--- src/rtl/branch_cmp_stage.sv ---
// Registered branch comparator: decodes a branch condition, latches it for one cycle and
// flags a mispredict against the static prediction. Define BRCMP_STATS_EN for retire counters.
module branch_cmp_stage #(
  parameter int unsigned WIDTH = 32,
  parameter int unsigned CNT_W = 16
) (
  input  logic             clk,
  input  logic             rst_n,
  input  logic             in_valid,
  input  logic             stall,
  input  logic             flush,
  input  logic [3:0]       cmp_mode,
  input  logic [WIDTH-1:0] num1,
  input  logic [WIDTH-1:0] num2,
  input  logic             pred_taken,
  output logic             out_valid,
  output logic             branch,
  output logic             mispredict,
  output logic [CNT_W-1:0] taken_cnt,
  output logic [CNT_W-1:0] mispred_cnt
);

  logic [WIDTH:0] diff;
  logic           eq, ltu, lts, a_neg, a_zero, cond;
  logic           out_valid_q, branch_q, pred_q;

  // Zero-extended subtraction: the carry-out bit is the unsigned borrow, the low bits give equality.
  assign diff   = {1'b0, num1} - {1'b0, num2};
  assign eq     = (diff[WIDTH-1:0] == '0);
  assign ltu    = diff[WIDTH];
  assign lts    = $signed(num1) < $signed(num2);
  assign a_neg  = num1[WIDTH-1];
  assign a_zero = (num1 == '0);

  always_comb begin
    cond = 1'b0;
    case (cmp_mode)
      4'd0:    cond = 1'b0;
      4'd1:    cond = eq;
      4'd2:    cond = ~eq;
      4'd3:    cond = ~a_neg & ~a_zero;
      4'd4:    cond = ~a_neg;
      4'd5:    cond = a_neg;
      4'd6:    cond = a_neg | a_zero;
      4'd7:    cond = ~lts;
      4'd8:    cond = lts;
      4'd9:    cond = ltu;
      4'd10:   cond = ~ltu;
      4'd11:   cond = 1'b1;
      default: cond = 1'b0;
    endcase
  end

  always_ff @(posedge clk or negedge rst_n) begin
    if (!rst_n) begin
      out_valid_q <= 1'b0;
      branch_q    <= 1'b0;
      pred_q      <= 1'b0;
    end else if (flush) begin
      out_valid_q <= 1'b0;
      branch_q    <= 1'b0;
      pred_q      <= 1'b0;
    end else if (!stall) begin
      out_valid_q <= in_valid;
      branch_q    <= in_valid & cond;
      pred_q      <= in_valid & pred_taken;
    end
  end

  assign out_valid  = out_valid_q;
  assign branch     = branch_q;
  assign mispredict = out_valid_q & (branch_q ^ pred_q);

`ifdef BRCMP_STATS_EN
  logic [CNT_W-1:0] taken_q, mispred_q;
  logic             retire;

  // A result retires when it leaves the register without being flushed.
  assign retire = out_valid_q & ~stall & ~flush;

  always_ff @(posedge clk or negedge rst_n) begin
    if (!rst_n) begin
      taken_q   <= '0;
      mispred_q <= '0;
    end else if (retire) begin
      if (branch_q && (taken_q != '1))     taken_q   <= taken_q + CNT_W'(1);
      if (mispredict && (mispred_q != '1)) mispred_q <= mispred_q + CNT_W'(1);
    end
  end

  assign taken_cnt   = taken_q;
  assign mispred_cnt = mispred_q;
`else
  assign taken_cnt   = '0;
  assign mispred_cnt = '0;
`endif

endmodule
--- config.mk ---
export PLATFORM = sky130hd
export DESIGN_NAME = branch_cmp_stage
export DESIGN_NICKNAME = d
export VERILOG_FILES = /design/src/rtl/branch_cmp_stage.sv
export SDC_FILE = /design/constraint.sdc
export NUM_CORES = 1
export LEC_CHECK = 0
export BUFFER_PORTS_ARGS = -buffer_cell sky130_fd_sc_hd__buf_2
export CAP_MARGIN = 20
export CORE_UTILIZATION = 30
export CTS_CLUSTER_SIZE = 12
export DETAILED_ROUTE_END_ITERATION = 8
export HOLD_SLACK_MARGIN = 0.03
export PLACE_DENSITY = 0.57
export SYNTH_ARGS = -nofsm -noshare
export SYNTH_HDL_FRONTEND = slang
export SYNTH_SLANG_ARGS = --single-unit
--- constraint.sdc ---
create_clock -name clk -period 1.9 [get_ports clk]
set_clock_uncertainty 0.2 [all_clocks]
set_input_delay 0.57 -clock clk [delete_from_list [all_inputs] [get_ports clk]]
set_output_delay 0.57 -clock clk [all_outputs]
set_load 0.01 [all_outputs]
# == After elaboration in Yosys (flattened, before gate mapping) ==
# Index checks and enable logic that the tools add are counted.
# totals
reg_bits,3
in_bits,74
output_inout_bits,35
wordCells,37
# classes
addsub,1
order_cmp,1
n_eq_ne,12
muxes,7
bitwise,11
n_reduce_logical,2
# ops
cell,n
logical NOT 32 bit,2
subtractor 32 x 32 -> 33 bit,1
< comparator 32 bit,1
equality test 4 x 3 -> 1 bit (second input constant),4
equality test 4 bit (second input constant),4
case mux 1 bit (11 select lines),1
equality test 4 x 2 -> 1 bit (second input constant),2
two-way mux 1 bit,6
NOT 1 bit,5
AND 1 bit,4
equality test 4 x 1 -> 1 bit (second input constant),1
inequality test 2 x 1 -> 1 bit (second input constant),1
bitwise OR 1 bit,1
bitwise XOR 1 bit,1

# == Depth between registers and ports, before layout ==
# Gate-level depths: netlist (run 1).
# logic_depth
word_depth,7
ltp_mapped,13
depth_no_buf,13

# == Least setup slack after synthesis (run 1) ==
# OpenSTA, ideal clock, no wires.
# synth_path
kind,input to register
start,input num1[0]
end,register branch_q (netlist: branch)
setup_ns,0.077
t_arrival_ns,3.496
required_ns,1.623
path_slack_ns,-1.874
stages,13
path_buffers,0
path_cell_list,inv_1 -> ha_1 -> fa_1 -> nand2b_1 -> a21o_1 -> a211o_1 -> a211o_1 -> mux2i_1 -> or4_1 -> nor4_1 -> nand4_1 -> o41a_1 -> a21oi_1
# synth_via
elab_chain_len,7
elab_cells_between_ends,14
cone_classes,1 x add/sub; 1 x order compare; 3 x mux; 7 x bitwise; 2 x reduce/logical
# synth_lines
item,line,source
from (decl),13,"input logic [WIDTH-1:0] num1,"
subtractor 32 x 32 -> 33 bit or logical NOT 32 bit (tied branches),"28, 33",
logical NOT 32 bit or NOT 1 bit (tied branches),"29, 41",
NOT 1 bit or AND 1 bit (tied branches),"40, 41",
case mux 1 bit (11 select lines) *,37,case (cmp_mode)
AND 1 bit *,65,branch_q <= in_valid & cond;
two-way mux 1 bit *,63,end else if (!stall) begin
two-way mux 1 bit *,59,end else if (flush) begin
to (signal assigned),65,
to (decl),25,"logic out_valid_q, branch_q, pred_q;"
# Every way passes the cells marked *; elsewhere a longest branch is shown, timed or not. The select of a mux whose other input is x is not followed.
# A chain may end at the register's enable or synchronous reset.

# == Final worst setup path (run 1) ==
# Ends and elaborated chain as after synthesis.

==> results of run 1 <==
-- worst paths after layout --
path                       slack, ns   endpoint  cells past startpoint
min                             0.33     pred_q                      2
min in group asynchronous       0.48     branch                      2
max                            -1.68     branch                     14
max reg2reg                     0.24     branch                      8
max in group asynchronous       0.91  out_valid                      2
min reg2reg                     0.33     pred_q                      2
-- per-stage QoR --
step           area (µm²)  setup TNS [ns]  worst slack [ns]  hold slack (ns)
2_1_floorplan        2850           -1.82             -1.82           0.0744
3_3_place_gp         3950           -2.01             -2.01            0.170
3_5_place_dp         3950           -2.10             -2.10            0.170
4_1_cts              4010           -1.77             -1.77            0.337
5_1_grt              4080           -1.85             -1.85            0.392
6_report             4080           -1.68             -1.68            0.333
-- logic make-up (layout without fill, tap and decap cells) --
logic type	Yosys count	count (layout)	share of synthesized area [%]
mux	5	5	1.88
simple gates	128	128	25.1
compound gates	136	136	34.9
fa+ha+maj	33	33	15.4
xor+xnor	10	10	3.20
flops	3	3	2.74
buf+inv	82	240	16.7
other cells	1	32	0.137
-- synthesized netlist by cell type, types with 6 or more instances --
library cell               instances  area [µm²]
sky130_fd_sc_hd__a21o_1           12        90.1
sky130_fd_sc_hd__nor2_1           16        60.1
sky130_fd_sc_hd__o21a_1            6        45.0
sky130_fd_sc_hd__nor3_1            6        30.0
sky130_fd_sc_hd__a21oi_1          41         205
sky130_fd_sc_hd__and3_1            6        37.5
sky130_fd_sc_hd__nand2b_1          6        37.5
sky130_fd_sc_hd__a211oi_1          6        45.0
sky130_fd_sc_hd__inv_1            42         158
sky130_fd_sc_hd__xor2_1            7        61.3
sky130_fd_sc_hd__o21ai_0          14        70.1
sky130_fd_sc_hd__nor4_1           12        75.1
sky130_fd_sc_hd__nand3_1          13        65.1
sky130_fd_sc_hd__nand4_1           9        56.3
sky130_fd_sc_hd__buf_4            37         278
sky130_fd_sc_hd__nand2_1          35         131
sky130_fd_sc_hd__o211ai_1          8        60.1
sky130_fd_sc_hd__ha_1             32         400
-- metal layers --
metal	GRT usage (%)	part of all wire [%]	routed length, µm	vias up
met1	24.2	48	4230	1602
li1	-	-	-	1803
met4	1.47	0.67	59	0
met5	0	0	0	-
met3	1.29	3.7	325	10
met2	31.1	47	4130	92
-- report_power, final --
group	leakage, nW	internal [mW]	switching [mW]
combinational	2.08	0.592	0.592
sequential	0.0408	0.0669	0.00196
clock	0.0228	0.143	0.0424
-- flip-flops by register name (all words and copies together), names as in the netlist --
signal and cells:
out_valid 1, pred_q 1, branch 1
-- area by class of cell --
| type | count | area, µm² |
|---|---|---|
| Clock buffer | 4 | 45.0 |
| Fill cell | 890 | 4690 |
| Inverter | 42 | 160 |
| Multi-Input combinational cell | 344 | 2370 |
| Sequential cell | 3 | 75.1 |
| Tap cell | 108 | 135 |
| Timing Repair Buffer | 194 | 1280 |
-- placed cells by master (no fill, tap or decap), types with 11 or more instances in the layout --
cell	Yosys	routed
sky130_fd_sc_hd__a21oi_1	41	41
sky130_fd_sc_hd__a21o_1	12	12
sky130_fd_sc_hd__inv_1	42	41
sky130_fd_sc_hd__ha_1	32	30
sky130_fd_sc_hd__buf_2	1	74
sky130_fd_sc_hd__nand3_1	13	13
sky130_fd_sc_hd__conb_1	1	32
sky130_fd_sc_hd__buf_4	37	117
sky130_fd_sc_hd__o21ai_0	14	14
sky130_fd_sc_hd__nor4_1	12	11
sky130_fd_sc_hd__nor2_1	16	16
sky130_fd_sc_hd__nand2_1	35	35
-- what timing repair did --
item / CTS / global route
setup endpoints to repair: 1 / 1
gates resized for setup: 3 / 11
hold buffers: 1 / 0
pin swaps: 1 / 0
endpoints found under the hold margin: 3 / 0
-- worst min-delay path: stages, from the launching register on --
cell and delay (ns):
sky130_fd_sc_hd__dfrtp_1 0.35, sky130_fd_sc_hd__a21oi_1 0.07, sky130_fd_sc_hd__nor2_1 0.08
==> qor.json, run 1 <==
{
  "outcome": {"value": "finished with violations"},
  "failed_checks": {"value": "setup timing"},
  "timing.critical_path.fanout_max": {"value": 3},
  "cts.repair_timing.setup_buffer_count": {"value": 0},
  "hold_path.class": {"value": "flip-flop to flip-flop"},
  "maximum_resistive_drop_on_vdd": {"value": 0.147, "unit": "mV"},
  "route.antenna.remaining_nets": {"value": 0},
  "worstHoldStart": {"value": "pred_q"},
  "fin_crit": {"value": 3.58, "unit": "ns"},
  "syn_avg_cell_area": {"value": 6.87, "unit": "µm²"},
  "post-place-cells": {"value": 690},
  "clkSinkCount": {"value": 3},
  "max_clock_freq": {"value": 0.279, "unit": "GHz"},
  "regToRegStartpoint": {"value": "branch"},
  "synth-async-reset-ratio": {"value": 100, "unit": "%"},
  "library_cell_appearing_most_often_on_the_critical_path": {"value": "sky130_fd_sc_hd__a211o_1"},
  "detail_route.first_pass.iterations": {"value": 5},
  "cpPeakStageDelay": {"value": 0.49, "unit": "ns"},
  "layoutNonFillerInstCount": {"value": 695},
  "timing_worst_setup_path_type": {"value": "input pin to flip-flop"},
  "cpLargestDelayFamily": {"value": "compound AO/OA/AOI/OAI gates"},
  "gr-total-overflow": {"value": 0},
  "ctsHtreeMaxLevel": {"value": 1},
  "worst_setup_path_startpoint": {"value": "num1[0]"},
  "tritoncts": {"value": "built"},
  "yosys_register_bits": {"value": 3},
  "drt-total-wl": {"value": 8750, "unit": "µm"},
  "clk_pin_slew": {"value": 0.03, "unit": "ns"},
  "timing_hold_violations_final": {"value": 0},
  "die_x": {"value": 97.5, "unit": "µm"},
  "final_core_util": {"value": 46.5, "unit": "%"},
  "clockBufferDepth": {"value": 2},
  "total_die_area": {"value": 9500, "unit": "µm²"},
  "post_route_cells_drive_above_1_share": {"value": 37.1, "unit": "%"},
  "drt_iter0_drc": {"value": 198},
  "synthToLayoutAreaGrowth": {"value": 49.0, "unit": "%"},
  "maxCapViolations": {"value": 0},
  "crit_path_end_kind": {"value": "flip-flop"},
  "final_min_period_over_clock_period": {"value": 188, "unit": "%"},
  "grt_pass1_wl": {"value": 14500, "unit": "µm"},
  "detail_route.vias_per_cell": {"value": 5.05},
  "synthDistinctLibCells": {"value": 70},
  "drt-wirelength-per-cell": {"value": 12.6, "unit": "µm"},
  "starting_density_of_the_core": {"value": 31.2, "unit": "%"},
  "floorplan.io_pins": {"value": 109},
  "grt_antenna_before_repair": {"value": 0},
  "rows": {"value": 34},
  "setup_violations": {"value": 1},
  "rsz_0062_raised_after_global_routing": {"value": "true"},
  "clkLatencyLatePin": {"value": 0.22, "unit": "ns"},
  "synth-main-ff-cell": {"value": "sky130_fd_sc_hd__dfrtp_1"},
  "crit_required": {"value": 1.84, "unit": "ns"},
  "via_count": {"value": 3507},
  "cts_buffers": {"value": 3},
  "power_leakage": {"value": 2.14, "unit": "nW"},
  "timing.final.ws_setup": {"value": -1.68, "unit": "ns"},
  "route.detailed.drc": {"value": 0},
  "yosys_warnings": {"value": 0},
  "slowest_stage_cell_crit_path": {"value": "sky130_fd_sc_hd__or4_1"},
  "cp_num_buf_inv": {"value": 2},
  "die_h": {"value": 97.5, "unit": "µm"},
  "grt_util_all_layers": {"value": 17.6, "unit": "%"},
  "coreArea": {"value": 8760, "unit": "µm²"},
  "timing.critical_path.arrival": {"value": 3.52, "unit": "ns"},
  "dpl_hpwl": {"value": 7550, "unit": "µm"},
  "sequential_share_of_the_synthesized_area": {"value": 2.74, "unit": "%"},
  "clk_root_buffer_cell": {"value": "sky130_fd_sc_hd__clkbuf_8"},
  "gpl.final_weighted_congestion": {"value": 0.882},
  "timing_max_transition_violations_final": {"value": 0},
  "synth_edf_count": {"value": 0},
  "worstSetupStartpointType": {"value": "input pin"},
  "powerDensity": {"value": 353, "unit": "nW/µm²"},
  "grt_max_degree": {"value": 10},
  "via_count_of_the_first_global_routing_pass": {"value": 3262},
  "netlist_area": {"value": 2740, "unit": "µm²"},
  "critical_path_cell_sequence": {"value": "buf_8 > inv_4 > ha_4 > fa_2 > nand2b_4 > a21o_1 > a211o_1 > a211o_1 > mux2i_1 > or4_1 > nor4_2 > nand4_1 > o41a_1 > a21oi_1"},
  "port_buffers": {"value": 76},
  "finalPower": {"value": 1.44, "unit": "mW"},
  "fin_nets": {"value": 695},
  "antenna_cells_inserted": {"value": 0},
  "synthCells": {"value": 398}
}
(Power assumes the default switching activity.)
==> run 2: changes to the inputs <==
--- a/config.mk
+++ b/config.mk
@@ -5,13 +5,14 @@
 export SDC_FILE = /design/constraint.sdc
 export NUM_CORES = 1
 export LEC_CHECK = 0
+export ABC_AREA = 1
 export BUFFER_PORTS_ARGS = -buffer_cell sky130_fd_sc_hd__buf_2
 export CAP_MARGIN = 20
 export CORE_UTILIZATION = 30
 export CTS_CLUSTER_SIZE = 12
 export DETAILED_ROUTE_END_ITERATION = 8
 export HOLD_SLACK_MARGIN = 0.03
-export PLACE_DENSITY = 0.57
+export PLACE_DENSITY = 0.54
 export SYNTH_ARGS = -nofsm -noshare
 export SYNTH_HDL_FRONTEND = slang
 export SYNTH_SLANG_ARGS = --single-unit
==> qor.json, run 2 <==
{
  "outcome": {"value": "finished with violations", "change": "unchanged"},
  "failed_checks": {"value": "setup timing", "change": "unchanged"},
  "drt_iter0_drc": {"value": 162, "change": "was 198"},
  "clkLatencyLatePin": {"value": 0.23, "unit": "ns", "change": "was 0.22 ns"},
  "dpl_cell_area": {"value": 4830, "unit": "µm²", "change": "was 3950 µm²"},
  "die_h": {"value": 114, "unit": "µm", "change": "was 97.5 µm"},
  "rsz_0062_raised_after_global_routing": {"value": "true", "change": "unchanged"},
  "yosys_warnings": {"value": 0, "change": "unchanged"},
  "timing_max_transition_violations_final": {"value": 0, "change": "unchanged"},
  "power_leakage": {"value": 3.35, "unit": "nW", "change": "was 2.14 nW"},
  "via_count": {"value": 4713, "change": "was 3507"},
  "syn_avg_cell_area": {"value": 4.78, "unit": "µm²", "change": "was 6.87 µm²"},
  "clk_pin_slew": {"value": 0.03, "unit": "ns", "change": "about the same"},
  "yosys_register_bits": {"value": 3, "change": "unchanged"},
  "worstSetupStartpointType": {"value": "input pin", "change": "unchanged"},
  "p_switching": {"value": 0.978, "unit": "mW", "change": "was 0.637 mW"},
  "clkPwrFrac": {"value": 16.7, "unit": "%", "change": "was 12.9%"},
  "detail_route.vias_per_cell": {"value": 4.23, "change": "was 5.05"},
  "fin_nets": {"value": 1053, "change": "was 695"},
  "drt-wirelength-per-cell": {"value": 10.3, "unit": "µm", "change": "was 12.6 µm"},
  "gr-total-overflow": {"value": 0, "change": "unchanged"},
  "route.detailed.drc": {"value": 0, "change": "unchanged"},
  "rows": {"value": 40, "change": "was 34"},
  "pwr-share-comb": {"value": 79.9, "unit": "%", "change": "was 82.3%"},
  "via_count_of_the_first_global_routing_pass": {"value": 4443, "change": "was 3262"},
  "antenna_cells_inserted": {"value": 0, "change": "unchanged"},
  "crit_path_end_kind": {"value": "flip-flop", "change": "unchanged"},
  "stdcell_area": {"value": 5580, "unit": "µm²", "change": "was 4080 µm²"},
  "clkSinkCount": {"value": 3, "change": "unchanged"},
  "timing.critical_path.fanout_max": {"value": 4, "change": "was 3"},
  "floorplan.io_pins": {"value": 109, "change": "unchanged"},
  "sequential_share_of_the_synthesized_area": {"value": 2.01, "unit": "%", "change": "was 2.74%"},
  "total_die_area": {"value": 12900, "unit": "µm²", "change": "was 9500 µm²"},
  "timing.final.ws_setup": {"value": -0.630, "unit": "ns", "change": "was -1.68 ns"},
  "fin_crit": {"value": 2.53, "unit": "ns", "change": "was 3.58 ns"},
  "clockBufferDepth": {"value": 2, "change": "unchanged"},
  "synth_top_area_share": {"value": 29.4, "unit": "%", "change": "was 14.6%"},
  "grt_util_all_layers": {"value": 18.4, "unit": "%", "change": "was 17.6%"},
  "post_route_cells_drive_above_1_share": {"value": 34.6, "unit": "%", "change": "was 37.1%"},
  "final_min_period_over_clock_period": {"value": 133, "unit": "%", "change": "was 188%"},
  "timing_worst_setup_path_type": {"value": "input pin to flip-flop", "change": "unchanged"},
  "synth_top_cells_by_count": {"value": "sky130_fd_sc_hd__nand2_1 (293), sky130_fd_sc_hd__inv_1 (171), sky130_fd_sc_hd__nor2_1 (96)", "change": "was sky130_fd_sc_hd__inv_1 (42), sky130_fd_sc_hd__a21oi_1 (41), sky130_fd_sc_hd__buf_4 (37)"},
  "drt-total-wl": {"value": 11500, "unit": "µm", "change": "was 8750 µm"},
  "maximum_resistive_drop_on_vdd": {"value": 0.290, "unit": "mV", "change": "was 0.147 mV"},
  "powerDensity": {"value": 364, "unit": "nW/µm²", "change": "was 353 nW/µm²"},
  "starting_density_of_the_core": {"value": 31.0, "unit": "%", "change": "was 31.2%"},
  "detail_route.first_pass.iterations": {"value": 4, "change": "was 5"},
  "timing.critical_path.arrival": {"value": 2.50, "unit": "ns", "change": "was 3.52 ns"},
  "post-place-ws": {"value": -1.04, "unit": "ns", "change": "was -2.10 ns"},
  "setup_violations": {"value": 1, "change": "unchanged"},
  "power.switching_fraction": {"value": 48.1, "unit": "%", "change": "was 44.3%"},
  "power.internal": {"value": 1.05, "unit": "mW", "change": "was 0.802 mW"},
  "netlist.top_cell.by_area": {"value": "sky130_fd_sc_hd__nand2_1", "change": "was sky130_fd_sc_hd__ha_1"},
  "cts_buffers": {"value": 3, "change": "unchanged"},
  "synth-main-ff-cell": {"value": "sky130_fd_sc_hd__dfrtp_1", "change": "unchanged"},
  "netlist_area": {"value": 3740, "unit": "µm²", "change": "was 2740 µm²"},
  "ctsHtreeMaxLevel": {"value": 1, "change": "unchanged"},
  "post-synth-top-count-cell": {"value": "sky130_fd_sc_hd__nand2_1", "change": "was sky130_fd_sc_hd__inv_1"},
  "grt_max_degree": {"value": 8, "change": "was 10"},
  "route.antenna.remaining_nets": {"value": 0, "change": "unchanged"},
  "hold_path.class": {"value": "flip-flop to flip-flop", "change": "unchanged"},
  "synth-async-reset-ratio": {"value": 100, "unit": "%", "change": "unchanged"},
  "synthDistinctLibCells": {"value": 33, "change": "was 70"},
  "maxCapViolations": {"value": 0, "change": "unchanged"},
  "gpl.final_weighted_congestion": {"value": 0.918, "change": "was 0.882"},
  "crit_required": {"value": 1.87, "unit": "ns", "change": "was 1.84 ns"},
  "synthTopCellsByArea": {"value": "sky130_fd_sc_hd__nand2_1 (29%), sky130_fd_sc_hd__inv_1 (17%), sky130_fd_sc_hd__ha_1 (11%)", "change": "was sky130_fd_sc_hd__ha_1 (15%), sky130_fd_sc_hd__buf_4 (10%), sky130_fd_sc_hd__a21oi_1 (7.5%)"},
  "dpl_hpwl": {"value": 9950, "unit": "µm", "change": "was 7550 µm"},
  "timing_hold_violations_final": {"value": 0, "change": "unchanged"},
  "max_clock_freq": {"value": 0.395, "unit": "GHz", "change": "was 0.279 GHz"},
  "grt_pass1_wl": {"value": 19400, "unit": "µm", "change": "was 14500 µm"},
  "most-common-layout-cells": {"value": "sky130_fd_sc_hd__nand2_1 (243), sky130_fd_sc_hd__inv_1 (160), sky130_fd_sc_hd__nor2_1 (84), sky130_fd_sc_hd__buf_4 (81), sky130_fd_sc_hd__buf_2 (72)", "change": "was sky130_fd_sc_hd__buf_4 (117), sky130_fd_sc_hd__buf_2 (74), sky130_fd_sc_hd__inv_1 (41), sky130_fd_sc_hd__a21oi_1 (41), sky130_fd_sc_hd__nand2_1 (35)"},
  "finalPower": {"value": 2.03, "unit": "mW", "change": "was 1.44 mW"},
  "grt_antenna_before_repair": {"value": 0, "change": "unchanged"},
  "die_x": {"value": 114, "unit": "µm", "change": "was 97.5 µm"},
  "synthToLayoutAreaGrowth": {"value": 49.3, "unit": "%", "change": "was 49.0%"},
  "coreArea": {"value": 12100, "unit": "µm²", "change": "was 8760 µm²"},
  "p_seq_share": {"value": 3.4, "unit": "%", "change": "was 4.8%"},
  "port_buffers": {"value": 76, "change": "unchanged"},
  "final_common_cell": {"value": "sky130_fd_sc_hd__nand2_1", "change": "was sky130_fd_sc_hd__buf_4"},
  "tritoncts": {"value": "built", "change": "unchanged"},
  "clk_root_buffer_cell": {"value": "sky130_fd_sc_hd__clkbuf_16", "change": "was sky130_fd_sc_hd__clkbuf_8"},
  "synthCells": {"value": 782, "change": "was 398"},
  "synth_edf_count": {"value": 0, "change": "unchanged"}
}
==> run 2: cell count changes after synthesis, sizes merged, moves of 12 or more <==
cell   change
a21o      -13
nor4      -12
nand2    +272
o21ai     -13
nand3     +42
inv      +142
nor2      +89
a21oi     -25
==> run 2: kinds of logic (layout without fill, tap and decap cells) <==
logic type | Yosys count | after routing | synth area share, %
and+or+nand+nor | 499 | 499 | 56.7
AOI/OAI and AO/OA | 26 | 26 | 4.28
DFF | 3 | 3 | 2.01
buffers and inverters | 217 | 349 | 25.0
other | 1 | 32 | 0.100
adders and majority gates | 33 | 33 | 11.2
xor gates and xnor gates | 3 | 3 | 0.703
==> run 2: critical path: stages <==
cell and delay (ns):
sky130_fd_sc_hd__buf_2 0.07, sky130_fd_sc_hd__inv_1 0.03, sky130_fd_sc_hd__ha_2 0.37, sky130_fd_sc_hd__nand2_2 0.08, sky130_fd_sc_hd__nor2_2 0.19, sky130_fd_sc_hd__inv_1 0.09, sky130_fd_sc_hd__nor3_1 0.22, sky130_fd_sc_hd__nand2_2 0.08
sky130_fd_sc_hd__nand4_1 0.07, sky130_fd_sc_hd__nand2_1 0.11, sky130_fd_sc_hd__nor2_2 0.11, sky130_fd_sc_hd__nand2_1 0.06, sky130_fd_sc_hd__nor2_1 0.13, sky130_fd_sc_hd__nand4_1 0.11, sky130_fd_sc_hd__nand3_1 0.10, sky130_fd_sc_hd__nand2_1 0.05
sky130_fd_sc_hd__nand2_1 0.05
==> run 2: layout make-up <==
class	instances	area, µm²
Fill cell	1331	6480
Multi-Input combinational cell	593	3450
Timing Repair Buffer	161	1060
Inverter	184	708
Tap cell	168	210
Clock buffer	4	78.8
Sequential cell	3	75.1
==> run 2: power by group through the flow <==
stage / logic [mW] / clock network (mW) / registers, mW
floorplan: 0.889 / 0 / 0.0707
global placement: 1.37 / 0 / 0.0700
detailed placement: 1.36 / 0 / 0.0700
CTS: 1.56 / 0.345 / 0.0693
global route: 1.82 / 0.353 / 0.0696
finish: 1.62 / 0.339 / 0.0693
==> run 2: timing repair <==
item	in CTS	in global routing
endpoints found under the hold margin	3	0
hold buffers	1	0
pin swaps	37	13
buffers inserted	4	1
setup endpoints to repair	1	1
gates resized for setup	101	38
==> run 2: path summary, 6_finish.rpt <==
check,startpoint,endpoint,slack (ns),depth (start not counted)
max,num2[24],branch,-0.63,17
min,out_valid,out_valid,0.30,2
max reg2reg,pred_q,pred_q,1.00,1
min reg2reg,out_valid,out_valid,0.30,2
max in group asynchronous,rst_n,out_valid,0.91,2
min in group asynchronous,rst_n,pred_q,0.48,2
==> run 2: metal layers <==
metal | global-route usage, % | share of wire, % | wire length (µm)
met5 | 0 | 0 | 0
met4 | 1.58 | 0.27 | 31
met3 | 0.584 | 2.6 | 295
met2 | 32.8 | 46 | 5290
met1 | 25.4 | 51 | 5860
==> run 2: metrics by stage <==
stage | utilization (%) | TNS, ns | cells | hold slack [ns]
floorplan | - | -0.651 | 813 | 0.0744
CTS | 45.3 | -0.598 | 1112 | 0.311
finish | 46.3 | -0.630 | 1113 | 0.298
detailed placement | 40.1 | -1.04 | 1103 | 0.170
global route | 46.3 | -0.809 | 1113 | 0.340
global placement | 40.1 | -1.06 | 1103 | 0.168
